File: src/rtl/shift_pkg.sv
// Mode encodings for the parametrised shift register.
// Any controller that drives the mode input should import this package.
package shift_pkg;

    localparam logic [1:0] MODE_HOLD = 2'b00;
    localparam logic [1:0] MODE_FWD  = 2'b01;
    localparam logic [1:0] MODE_REV  = 2'b10;
    localparam logic [1:0] MODE_LOAD = 2'b11;

endpackage

File: src/rtl/shift_stage.sv
// One WIDTH-bit register of the shift chain.
// Its next value is chosen from hold, left neighbour, right neighbour or load slice.
module shift_stage
    import shift_pkg::*;
#(
    parameter int WIDTH = 8
) (
    input  logic             clk,
    input  logic             reset,
    input  logic [1:0]       i_mode,
    input  logic [WIDTH-1:0] i_left,
    input  logic [WIDTH-1:0] i_right,
    input  logic [WIDTH-1:0] i_load,
    output logic [WIDTH-1:0] o_q
);

    logic [WIDTH-1:0] r_q;

    always_ff @(posedge clk) begin
        if (reset) begin
            r_q <= '0;
        end else begin
            case (i_mode)
                MODE_FWD:  r_q <= i_left;
                MODE_REV:  r_q <= i_right;
                MODE_LOAD: r_q <= i_load;
                default:   r_q <= r_q;
            endcase
        end
    end

    assign o_q = r_q;

endmodule

File: src/rtl/param_shift_register.sv
// This is a DEPTH x WIDTH bidirectional shift register with parallel load.
// It also has a saturating fill counter.
module param_shift_register
    import shift_pkg::*;
#(
    parameter int WIDTH = 8,
    parameter int DEPTH = 4,
    localparam int CW = $clog2(DEPTH + 1)
) (
    input  logic                   clk,
    input  logic                   reset,
    input  logic [1:0]             mode,
    input  logic [WIDTH-1:0]       sin_fwd,
    input  logic [WIDTH-1:0]       sin_rev,
    input  logic [DEPTH*WIDTH-1:0] par_in,
    output logic [WIDTH-1:0]       data_out,
    output logic [WIDTH-1:0]       sout_rev,
    output logic [DEPTH*WIDTH-1:0] par_out,
    output logic [CW-1:0]          fill_cnt,
    output logic                   full
);

    logic [WIDTH-1:0] w_q     [DEPTH];
    logic [WIDTH-1:0] w_left  [DEPTH];
    logic [WIDTH-1:0] w_right [DEPTH];
    logic [CW-1:0]    r_fill;

    for (genvar i = 0; i < DEPTH; i++) begin : g_stage
        // The chain ends take their data from the serial inputs.
        if (i == 0) begin : g_first
            assign w_left[i] = sin_fwd;
        end else begin : g_mid_l
            assign w_left[i] = w_q[i-1];
        end

        if (i == DEPTH - 1) begin : g_last
            assign w_right[i] = sin_rev;
        end else begin : g_mid_r
            assign w_right[i] = w_q[i+1];
        end

        shift_stage #(
            .WIDTH (WIDTH)
        ) u_stage (
            .clk     (clk),
            .reset   (reset),
            .i_mode  (mode),
            .i_left  (w_left[i]),
            .i_right (w_right[i]),
            .i_load  (par_in[i*WIDTH +: WIDTH]),
            .o_q     (w_q[i])
        );

        assign par_out[i*WIDTH +: WIDTH] = w_q[i];
    end

    always_ff @(posedge clk) begin
        if (reset) begin
            r_fill <= '0;
        end else begin
            case (mode)
                MODE_LOAD: r_fill <= CW'(DEPTH);
                MODE_FWD, MODE_REV: begin
                    if (r_fill != CW'(DEPTH)) begin
                        r_fill <= r_fill + CW'(1);
                    end
                end
                default: r_fill <= r_fill;
            endcase
        end
    end

    assign data_out = w_q[DEPTH-1];
    assign sout_rev = w_q[0];
    assign fill_cnt = r_fill;
    assign full     = (r_fill == CW'(DEPTH));

endmodule

File: config.mk
export PLATFORM = sky130hd
export DESIGN_NAME = param_shift_register
export DESIGN_NICKNAME = d
export VERILOG_FILES = /design/src/rtl/shift_pkg.sv /design/src/rtl/shift_stage.sv /design/src/rtl/param_shift_register.sv
export SDC_FILE = /design/constraint.sdc
export NUM_CORES = 1
export LEC_CHECK = 0
export CORE_MARGIN = 1
export CORE_UTILIZATION = 42
export DETAILED_ROUTE_END_ITERATION = 7
export PLACE_DENSITY_LB_ADDON = 0.15
export SLEW_MARGIN = 20
export SYNTH_ARGS = -nofsm -noshare
export SYNTH_HDL_FRONTEND = slang
export SYNTH_SLANG_ARGS = --single-unit
File: constraint.sdc
create_clock -name clk -period 1.6 [get_ports clk]
set_input_delay 0.24 -clock clk [delete_from_list [all_inputs] [get_ports clk]]
set_output_delay 0.24 -clock clk [all_outputs]
set_load 0.05 [all_outputs]
---- Yosys cells after proc, flatten, opt, wreduce, memory -nomap -nowiden ----
Index checks and enable logic that the tools add are counted.
operators by class
  add/subtract/negate cells ............... 1
  eq/ne operators ......................... 6
  multiplexer cells ....................... 6
  reductions and logical operators ........ 4
operator list
  operator               number
  $pmux W8 S3            4
  $pmux W3 S2            1
  $eq A2 B2 Y1 const B   2
  $add A3 B1 Y3 const B  1
  $eq A3 B3 Y1 const B   1
  $mux W3                1
  $ne A3 B3 Y1 const B   1
  $reduce_bool A3 Y1     1
  $eq A2 B1 Y1 const B   1
  $ne A2 B2 Y1 const B   1
  $reduce_and A2 Y1      1
  $reduce_bool A2 Y1     1
  $reduce_or A2 Y1       1
storage, ports and cells
  register bits ........................... 35
  input bits .............................. 52
  output and inout port bits .............. 52

---- Logic depth before layout (Yosys ltp) ----
Gate-level depths: netlist of run 1.
  word-level depth ........................ 4
  depth in mapped cells ................... 7
  mapped depth without buffers ............ 5

---- Hierarchy ----
A second synthesis of run 1 with hierarchy kept.
second synthesis, totals
  cells, all modules ...................... 191
  area total of the unflattened synthesis .. 2000.7 µm²
by module, submodules not included
  module                instances  cells each  area each (µm²)
  shift_stage           4          38          422.9
  param_shift_register  1          39          309.0

---- Least setup slack after synthesis of run 1 ----
OpenSTA, ideal clock, no wires.
  path kind ............................... register to output
  start ................................... register r_fill[0], in the netlist fill_cnt[0]
  end ..................................... output full
  data arrival time ....................... 1.295 ns
  required time ........................... 1.360 ns
  path slack .............................. 0.065 ns
  cell stages (with the launch flop) ...... 5
  buffers on the path ..................... 0
  cell sequence ........................... dfxtp_1 -> inv_1 -> ha_1 -> nand2_1 -> inv_1
on the way
  cells in the longest elaborated chain, start to end .. 1
ends and longest elaborated chain
  element                 line                        source
  start, declared         param_shift_register.sv:26  logic [CW-1:0] r_fill;
  start signal, assigned  param_shift_register.sv:62  MODE_LOAD: r_fill <= CW'(DEPTH);
  start signal, assigned  param_shift_register.sv:65  r_fill <= r_fill + CW'(1);
  start signal, assigned  param_shift_register.sv:68  default: r_fill <= r_fill;
  $eq A3 B3 Y1            param_shift_register.sv:76  assign full = (r_fill == CW'(DEPTH));
  end, declared           param_shift_register.sv:20  output logic full
Every way passes these cells.

---- Worst setup path after layout of run 1 ----
  start ................................... register r_fill[1], in the netlist fill_cnt[1]
  end ..................................... output full
The elaborated chain is that of the path after synthesis.

==> out/results.tsv, run 1 <==
stage	metric	value	unit
outcome	outcome	completed	
global_routing	busiest_layer	met2	
place	hpwl	4300	µm
cells_and_area	multiInputGateArea	1260	µm²
power	ir_worst_vdd	0.506	mV
timing	fin_crit_sh	0.949	
run	cap_violations	0	
worst_setup_path	required	1.36	ns
global_routing	gr-usage-met3	0.0515	
cts	holdBufCountCts	0	
floorplan	core	5200	µm²
floorplan	initial_core_util	0.446	
cts	clk_latency	0.29	ns
floorplan	die_x	76.3	µm
place	dp.cells	381	
place	place.gp.congestion	0.725	
global_routing	first_global_vias	1938	
drt	vias_per_cell	5.27	
timing	fmax	659	MHz
hold_path	whs_endpoint	g_stage[1].u_stage.o_q[5]	
cts	clock-sinks	35	
worst_setup_path	reg2reg_to	fill_cnt[0]	
cts	htree_levels	2	
cts	cts_made_buffers	5	
power	power.leakage	1.39	nW
power	sw_frac_of_total	0.376	
drt	drt-initial-drc-count	67	
timing	slew_violations	0	
synthesis	yosysSeqAreaShare	0.302	
timing	rsz0062_at_grt	no	
timing	worstMarginPinSlew	0.356	ns
drt	finalWirelength	6060	µm
global_routing	grt_antenna_before_repair	0	
cells_and_area	fillers	423	
timing	layout_min_cycle_time	1.52	ns
cts	cts_tree	yes	
power	netSwitchingPower	0.00111	W
synthesis	synth.area.top_cells	a221oi_2 39%, dfxtp_1 30%, inv_1 6.1%	
cts	cts-root-buf	clkbuf_8	
timing	timing.slew.headroom	0.763	
cells_and_area	diodes	0	
hold_path	min_path_type	input pin to flip-flop	
synthesis	synth_top_area_cell	a221oi_2	
timing	setup_viol	0	
timing	finalHoldViolations	0	
synthesis	syn_nets	285	
synthesis	yosys.area.top_type_share	0.388	
synthesis	ys_seq_elements	35	
synthesis	synthCells	227	
cells_and_area	nets	380	
cts	cts.clk_slew.worst_paths	0.07	ns
synthesis	synth_warnings	0	
global_routing	grt_start_max_net_pins	30	
worst_setup_path	critPathMaxFanout	4	
power	power_frac_seq	0.353	
cts	clockBufferDepth	2	
place	post-place-ws	-0.274	ns
floorplan	dieArea	5820	µm²
synthesis	ys_types	19	
drt	route.detailed.drc	0	
cells_and_area	fin_cells	393	
floorplan	rows	26	
timing	skew	0.00284	ns
drt	wire_per_inst	15.4	µm
hold_path	holdPathStages	2	
global_routing	globalRouteMet2Util	0.328	
global_routing	grt_use_total	0.204	
global_routing	grt_first_pass_wirelength	9590	µm
synthesis	syn_area	2320	µm²
worst_setup_path	cp.arrival	1.28	ns
cells_and_area	ff_latch_area	702	µm²
power	p_int	0.00185	W
timing	holdWs	0.364	ns
synthesis	syn_area_per_cell	10.2	µm²
drt	firstDrtPassIters	4	
floorplan	ios	104	
worst_setup_path	r2r_start	fill_cnt[1]	
worst_setup_path	regToRegSetupSlack	0.46	ns
worst_setup_path	cp-start-kind	flip-flop	
cells_and_area	post_route_cells_drive_above_1_share	0.458	
drt	via_count	2070	
timing	worst_slack	0.0820	ns
worst_setup_path	crit_type	flip-flop to primary output	
global_routing	met1_usage	0.261	
worst_setup_path	rr_worst_depth	5	
hold_path	hold_start	reset	
power	clkPwrFrac	0.240	
floorplan	die_y	76.3	µm
power	power_frac_comb	0.406	
worst_setup_path	endpoint_kind	primary output	
place	io_buffers	103	
cells_and_area	areaGrowthSynthToFinish	52.4	%
global_routing	grt_overflow	0	
power	power_density	836	nW/µm²
drt	antenna_left	0	
through the flow:
step            util  total power [W]  instance area [µm²]  setup TNS [ns]
4_1_cts        0.658          0.00294                 3430               0
3_3_place_gp   0.639          0.00222                 3330           -6.90
2_1_floorplan      -          0.00183                 2320               0
3_5_place_dp   0.639          0.00222                 3330           -7.86
6_report       0.679          0.00296                 3540               0
5_1_grt        0.679          0.00309                 3540               0
flip-flops by register name, summed over array words and instances, names as in the netlist:
register and cells:
fill_cnt 3, g_stage.u_stage.o_q 32
final cells by class:
class | count | share of cell area
clock buffer | 8 | 0.0283
inverter | 38 | 0.0403
multi-input combinational | 117 | 0.357
sequential | 35 | 0.199
tap | 70 | 0.0248
timing repair buffer | 125 | 0.351
cells by family after synthesis:
family | after synthesis | share of synthesized area
fa+ha+maj | 6 | 0.0324
flops | 35 | 0.302
compound gates | 72 | 0.427
simple gates | 39 | 0.0685
buf+inv | 75 | 0.170
power by group through the flow:
stage | clock network, W | registers (W) | logic (W)
floorplan | 0 | 0.00129 | 0.000546
global placement | 0 | 0.00106 | 0.00116
detailed placement | 0 | 0.00106 | 0.00116
CTS | 0.000732 | 0.00104 | 0.00116
global route | 0.000768 | 0.00106 | 0.00126
finish | 0.000711 | 0.00104 | 0.00120
cells in the mapped netlist (all sizes together):
master	n
o21ai	3
a211o	1
buf	32
ha	6
clkbuf	5
dfxtp	35
and3	1
o21a	1
a221oi	64
a21oi	3
nand3	2
nand2	34
inv	38
nor2	2
routing by layer:
| metal | wire [µm] | vias up | part of all wire |
|---|---|---|---|
| met2 | 2850 | 74 | 0.47 |
| met4 | 82 | 0 | 0.014 |
| li1 | - | 1013 | - |
| met1 | 2760 | 976 | 0.46 |
| met3 | 357 | 7 | 0.059 |
| met5 | 0 | - | 0 |
repair_timing:
item | in CTS | in global routing
hold endpoints to repair | 0 | 0
endpoints found under the setup margin | 0 | 25
gates resized for setup | 0 | 7
setup buffers | 0 | 2
critical path, cell delays in order, from the launching register on:
cell     delay (ns)
dfxtp_1        0.38
inv_1          0.06
ha_1           0.20
nand2_1        0.12
inv_1          0.08
buf_12         0.15
placed cells by master, fill, tap and decap left out, types with 2 or more instances in the layout:
| master | netlist | final |
|---|---|---|
| clkbuf_8 | 0 | 7 |
| a221oi_2 | 60 | 60 |
| buf_4 | 17 | 60 |
| clkdlybuf4s50_1 | 0 | 48 |
| a21oi_1 | 3 | 3 |
| clkbuf_16 | 0 | 2 |
| a221oi_1 | 4 | 4 |
| nand3_1 | 2 | 2 |
| inv_1 | 38 | 38 |
| buf_12 | 0 | 11 |
| ha_4 | 0 | 3 |
| dlymetal6s2s_1 | 0 | 2 |
| dfxtp_1 | 35 | 34 |
| o21ai_1 | 2 | 2 |
| nand2_1 | 34 | 34 |
| ha_1 | 6 | 3 |
worst max-delay path by stage:
stage	end	from	slack [ns]	cells after the start
after floorplan	full	fill_cnt[0]	0.07	4
after global placement	g_stage[0].u_stage.o_q[6]	mode[0]	-0.24	7
after detailed placement	g_stage[2].u_stage.o_q[6]	mode[0]	-0.27	7
after CTS	g_stage[0].u_stage.o_q[6]	mode[0]	0.02	7
after global routing	full	fill_cnt[0]	0.03	5
final	full	fill_cnt[1]	0.08	5
Note: power is estimated with default switching activity, not from simulation.
==> run 2, diff against run 1 <==
--- a/config.mk
+++ b/config.mk
@@ -5,6 +5,7 @@
 export SDC_FILE = /design/constraint.sdc
 export NUM_CORES = 1
 export LEC_CHECK = 0
+export CAP_MARGIN = 30
 export CORE_MARGIN = 1
 export CORE_UTILIZATION = 42
 export DETAILED_ROUTE_END_ITERATION = 7
==> results of run 2 <==
Final layout, timing and power as in run 1 (identical DEF).
